`src/rtl/mmio_bus_arbiter.sv`:
```
// Two-requester MMIO arbiter: round-robin grant onto one shared device bus,
// one-cycle ack per access, and an error ack when the device never answers.
module mmio_bus_arbiter #(
    parameter int ADDR_W  = 32,
    parameter int DATA_W  = 32,
    parameter int TIMEOUT = 15
) (
    input  logic              clk,
    input  logic              rst,
    input  logic              req0,
    input  logic              req1,
    input  logic              we0,
    input  logic              we1,
    input  logic [ADDR_W-1:0] addr0,
    input  logic [ADDR_W-1:0] addr1,
    input  logic [DATA_W-1:0] wdata0,
    input  logic [DATA_W-1:0] wdata1,
    output logic              ack0,
    output logic              ack1,
    output logic              err,
    output logic [DATA_W-1:0] rsp_rdata,
    output logic              bus_valid,
    output logic              bus_we,
    output logic [ADDR_W-1:0] bus_addr,
    output logic [DATA_W-1:0] bus_wdata,
    input  logic              bus_ready,
    input  logic [DATA_W-1:0] bus_rdata,
    output logic              o_dbg_state
);

    typedef enum logic {
        ST_IDLE = 1'b0,
        ST_BUSY = 1'b1
    } state_t;

    localparam logic [7:0] TO_VAL = 8'(TIMEOUT);

    state_t            r_state;
    logic              r_owner;
    logic              r_last;
    logic [7:0]        r_cnt;
    logic              r_ack0;
    logic              r_ack1;
    logic              r_err;
    logic [DATA_W-1:0] r_rsp;
    logic              r_bus_valid;
    logic              r_bus_we;
    logic [ADDR_W-1:0] r_bus_addr;
    logic [DATA_W-1:0] r_bus_wdata;

    logic w_pick1;
    logic w_in_ack;

    // On a tie the requester that was not served last wins.
    assign w_pick1  = req1 & (~req0 | ~r_last);
    // Requests seen during the ack cycle are not arbitrated until the next IDLE cycle.
    assign w_in_ack = r_ack0 | r_ack1;

    always_ff @(posedge clk or negedge rst) begin
        if (!rst) begin
            r_state     <= ST_IDLE;
            r_owner     <= 1'b0;
            r_last      <= 1'b1;
            r_cnt       <= 8'd0;
            r_ack0      <= 1'b0;
            r_ack1      <= 1'b0;
            r_err       <= 1'b0;
            r_rsp       <= '0;
            r_bus_valid <= 1'b0;
            r_bus_we    <= 1'b0;
            r_bus_addr  <= '0;
            r_bus_wdata <= '0;
        end else begin
            r_ack0 <= 1'b0;
            r_ack1 <= 1'b0;
            r_err  <= 1'b0;
            r_rsp  <= '0;
            case (r_state)
                ST_IDLE: begin
                    if ((req0 | req1) && !w_in_ack) begin
                        r_owner     <= w_pick1;
                        r_bus_we    <= w_pick1 ? we1 : we0;
                        r_bus_addr  <= w_pick1 ? addr1 : addr0;
                        r_bus_wdata <= w_pick1 ? wdata1 : wdata0;
                        r_bus_valid <= 1'b1;
                        r_cnt       <= 8'd0;
                        r_state     <= ST_BUSY;
                    end
                end
                ST_BUSY: begin
                    // A ready in the same cycle as the timeout still completes normally.
                    if (bus_ready) begin
                        r_ack0      <= ~r_owner;
                        r_ack1      <= r_owner;
                        r_rsp       <= r_bus_we ? '0 : bus_rdata;
                        r_last      <= r_owner;
                        r_bus_valid <= 1'b0;
                        r_state     <= ST_IDLE;
                    end else if (r_cnt == TO_VAL) begin
                        r_ack0      <= ~r_owner;
                        r_ack1      <= r_owner;
                        r_err       <= 1'b1;
                        r_last      <= r_owner;
                        r_bus_valid <= 1'b0;
                        r_state     <= ST_IDLE;
                    end else begin
                        r_cnt <= r_cnt + 8'd1;
                    end
                end
                default: r_state <= ST_IDLE;
            endcase
        end
    end

    assign ack0        = r_ack0;
    assign ack1        = r_ack1;
    assign err         = r_err;
    assign rsp_rdata   = r_rsp;
    assign bus_valid   = r_bus_valid;
    assign bus_we      = r_bus_we;
    assign bus_addr    = r_bus_addr;
    assign bus_wdata   = r_bus_wdata;
    assign o_dbg_state = (r_state == ST_BUSY);

endmodule

```
`config.mk`:
```
export PLATFORM = sky130hd
export DESIGN_NAME = mmio_bus_arbiter
export DESIGN_NICKNAME = d
export VERILOG_FILES = /design/src/rtl/mmio_bus_arbiter.sv
export SDC_FILE = /design/constraint.sdc
export NUM_CORES = 1
export LEC_CHECK = 0
export ABC_AREA = 1
export BUFFER_PORTS_ARGS = -buffer_cell sky130_fd_sc_hd__buf_2
export CAP_MARGIN = 20
export CORE_MARGIN = 2
export CORE_UTILIZATION = 42
export DETAILED_ROUTE_END_ITERATION = 8
export PLACE_DENSITY = 0.77
export SLEW_MARGIN = 20
export SYNTH_ARGS = -nofsm -noshare
export SYNTH_HDL_FRONTEND = slang
export SYNTH_SLANG_ARGS = --single-unit
```
`constraint.sdc`:
```
create_clock -name clk -period 1.3 [get_ports clk]
set_input_delay 0.26 -clock clk [delete_from_list [all_inputs] [get_ports clk]]
set_output_delay 0.26 -clock clk [all_outputs]
set_load 0.02 [all_outputs]
```
==> flow_summary.ini <==
[placement]
placed_wire_length_estimate_microns = 10400
dpl.cell_count = 1114
port_buffers = 268
pre_cts_slack_ps = -66.7
place.gp.congestion = 0.811

[layout]
fin_cells = 1145
final_layout_size_suffix_gt1_share_pct = 40.1
most-common-layout-cells = 266 x buf_2, 200 x nand2_1, 110 x dfrtp_1
final_common_cell = buf_2
area.growth.synth_to_final_pct = 41.3
fin_nets = 1134
finish.utilization_pct = 60.8

[timing]
setup-violations-final = 31
timing.final.crit_period_ps = 1350
post-route-worst-setup-slack_ps = -47.6
max_slew.worst_pin.slew_ps = 394
timing_hold_violations_final = 0
min_period_over_period_pct = 104
worst_clock_skew_ps = 9.76
slew_viol_final = 0
timing.fmax_mhz = 742
rsz0062_at_grt = yes
max_slew_margin_pct = 73.8

[run]
max_cap_violations = 0

[drt]
drtAntennaViolNets = 0
detail_route.wl_per_cell_microns = 13.3
drt_iter0_markers = 273
route.vias.total = 5299
post_drt_via_cell_ratio = 4.63
drcViolationCount = 0
route.final.wire_length_microns = 15200
drt-pass1-iter-count = 4

[grt]
top_usage_layer = met2
grtUsageMet3_pct = 3.83
antenna_found_initial = 2
groute.layer.met2.usage_pct = 33.5
global_route.usage.met1_pct = 25.6
grt.total_usage_pct = 20.2
grt_max_degree = 75
grt_first_pass_wirelength_microns = 22800
overflow = 0
grt_pass1_vias = 4804

[yosys]
synth_fp_nets = 858
post-synth-top-area-fraction_pct = 51.1
postSynthCellCount = 690
yosys_most_used_dff = dfrtp_1
synth-edff-count = 0
synth_cell_types = 26
postSynthAreaPerCell_sq_um = 7.88
synthDominantAreaCellType = dfrtp_1
area_of_the_mapped_netlist_sq_um = 5430
synth_async_sr_flop_share_pct = 100
ys_ff_latch = 112
synth_sequential_area_ratio_pct = 51.6
ys_warn_count = 0
ys_top_cells_by_area = dfrtp_1 51%, nand2_1 16%, inv_1 7.4%

[critical_path]
timing_worst_setup_path_type = reg -> reg
crit_chain = nand2_4, nand2_4, buf_6, nand2_1, nand2_1, inv_1, o21ai_2
crit_arrival_ps = 1620
worst_path_top_cell_family_by_delay = flip-flops
worst_ep_required_time_ps = 1570
worst_path_maximum_fanout = 7
cp-start-kind = register
end_kind = register
worstPathBufferInverterCount = 2
critical-path-slowest-cell = dfstp_2
critPathMaxStageDelay_ps = 560

[hold_path]
hp-class = in -> reg

[clock_network]
cts-root-buf = clkbuf_16
cts_made_buffers = 9
path_clk_slew_ps = 80
clock_sink_count = 112
cts_tree = built
cts_htree_levels = 3
clockBufferDepth = 2
clk_latency_ps = 350

[power_and_ir_drop]
power.total_mw = 15.3
cellLeakagePower_nw = 4.60
vdd.ir_drop.worst_uv = 1130
p_per_area_nw_per_um2 = 1990

[status]
failed_checks = setup timing
outcome = finished, violations left

[floorplan]
die_area_sq_um = 13900
die-width_microns = 118
effective_utilization_at_floorplan_pct = 43.1
core_region_area_sq_um = 12600
design.portCount = 269
fp.dieH_microns = 118
core.rowCount = 41
cell families (layout without fill, tap and decap cells):
group / count (synthesis) / after routing / synth area share [%]
other: 0 / 2 / 0
buffers and inverters: 147 / 427 / 12.7
adder cells (fa/ha/maj): 1 / 1 / 0.230
XOR/XNOR: 1 / 1 / 0.161
AO/OA/AOI/OAI: 71 / 71 / 7.32
AND/OR/NAND/NOR: 358 / 359 / 28.0
flip-flops: 112 / 112 / 51.6
final timing paths:
kind | from | to | slack, ps | cells after the start
setup / recovery | r_last | bus_addr[20] | -50 | 7
hold / removal | bus_rdata[7] | rsp_rdata[7] | 110 | 3
setup reg to reg | r_last | bus_addr[20] | -50 | 7
hold reg to reg | bus_addr[9] | bus_addr[9] | 480 | 2
max in group asynchronous | rst | o_dbg_state | 490 | 3
min in group asynchronous | rst | bus_addr[24] | 310 | 2
power by group:
part | switching (mW) | leakage, nW | total, mW | internal, mW
registers | 0.670 | 1.44 | 5.39 | 4.72
logic | 4.52 | 3.01 | 7.04 | 2.52
clock network | 1.34 | 0.153 | 2.88 | 1.54
total | 6.53 | 4.60 | 15.3 | 8.78
tightest hold or removal path, cell delays in order:
cell,delay [ps]
buf_2,90
inv_1,40
nor2_1,30
metrics by stage:
stage                     hold slack (ps)  TNS (ps)  area [sq um]
after floorplan                     -35.6         0          5450
after global placement                118      -140          7000
after detailed placement              119      -631          7000
after CTS                            97.1     -89.0          7360
after global routing                 97.5     -5290          7680
final                                 105      -460          7680
cell usage after synthesis, types with 5 or more instances:
cell and count:
dfrtp_1 111, inv_1 107, o21ai_1 60, buf_6 11, buf_2 13, buf_4 5
nand3_1 79, nor2_1 27, nor2_2 13, o21ai_2 7, clkbuf_1 9, nand2_1 228
layout make-up:
type	count	area [sq um]
inverter	107	402
multi-input combinational	432	2120
antenna	2	5.00
clock inverter	7	85.1
clock buffer	9	225
fill	1213	4940
timing repair buffer	304	1820
sequential	112	2810
tap	172	215
what timing repair did:
| item | CTS | global route |
|---|---|---|
| setup buffers | 3 | 1 |
| hold endpoints to repair | 8 | 0 |
| resized for setup | 5 | 48 |
| endpoints found under the setup margin | 59 | 78 |
| cloned | 0 | 8 |
| hold buffers | 1 | 0 |
| pin swaps | 4 | 6 |
metal layers:
layer | share of wire, % | wire, microns
met1 | 40 | 6160
met2 | 50 | 7640
met3 | 6.2 | 945
met4 | 3.2 | 493
met5 | 0 | 0
flip-flops by register name, indices dropped and copies added, names as in the netlist:
signal,flops
ack0,1
ack1,1
bus_addr,32
bus_valid,1
bus_wdata,32
bus_we,1
err,1
o_dbg_state,1
r_cnt,8
r_last,1
r_owner,1
rsp_rdata,32
(Power assumes the default switching activity.)
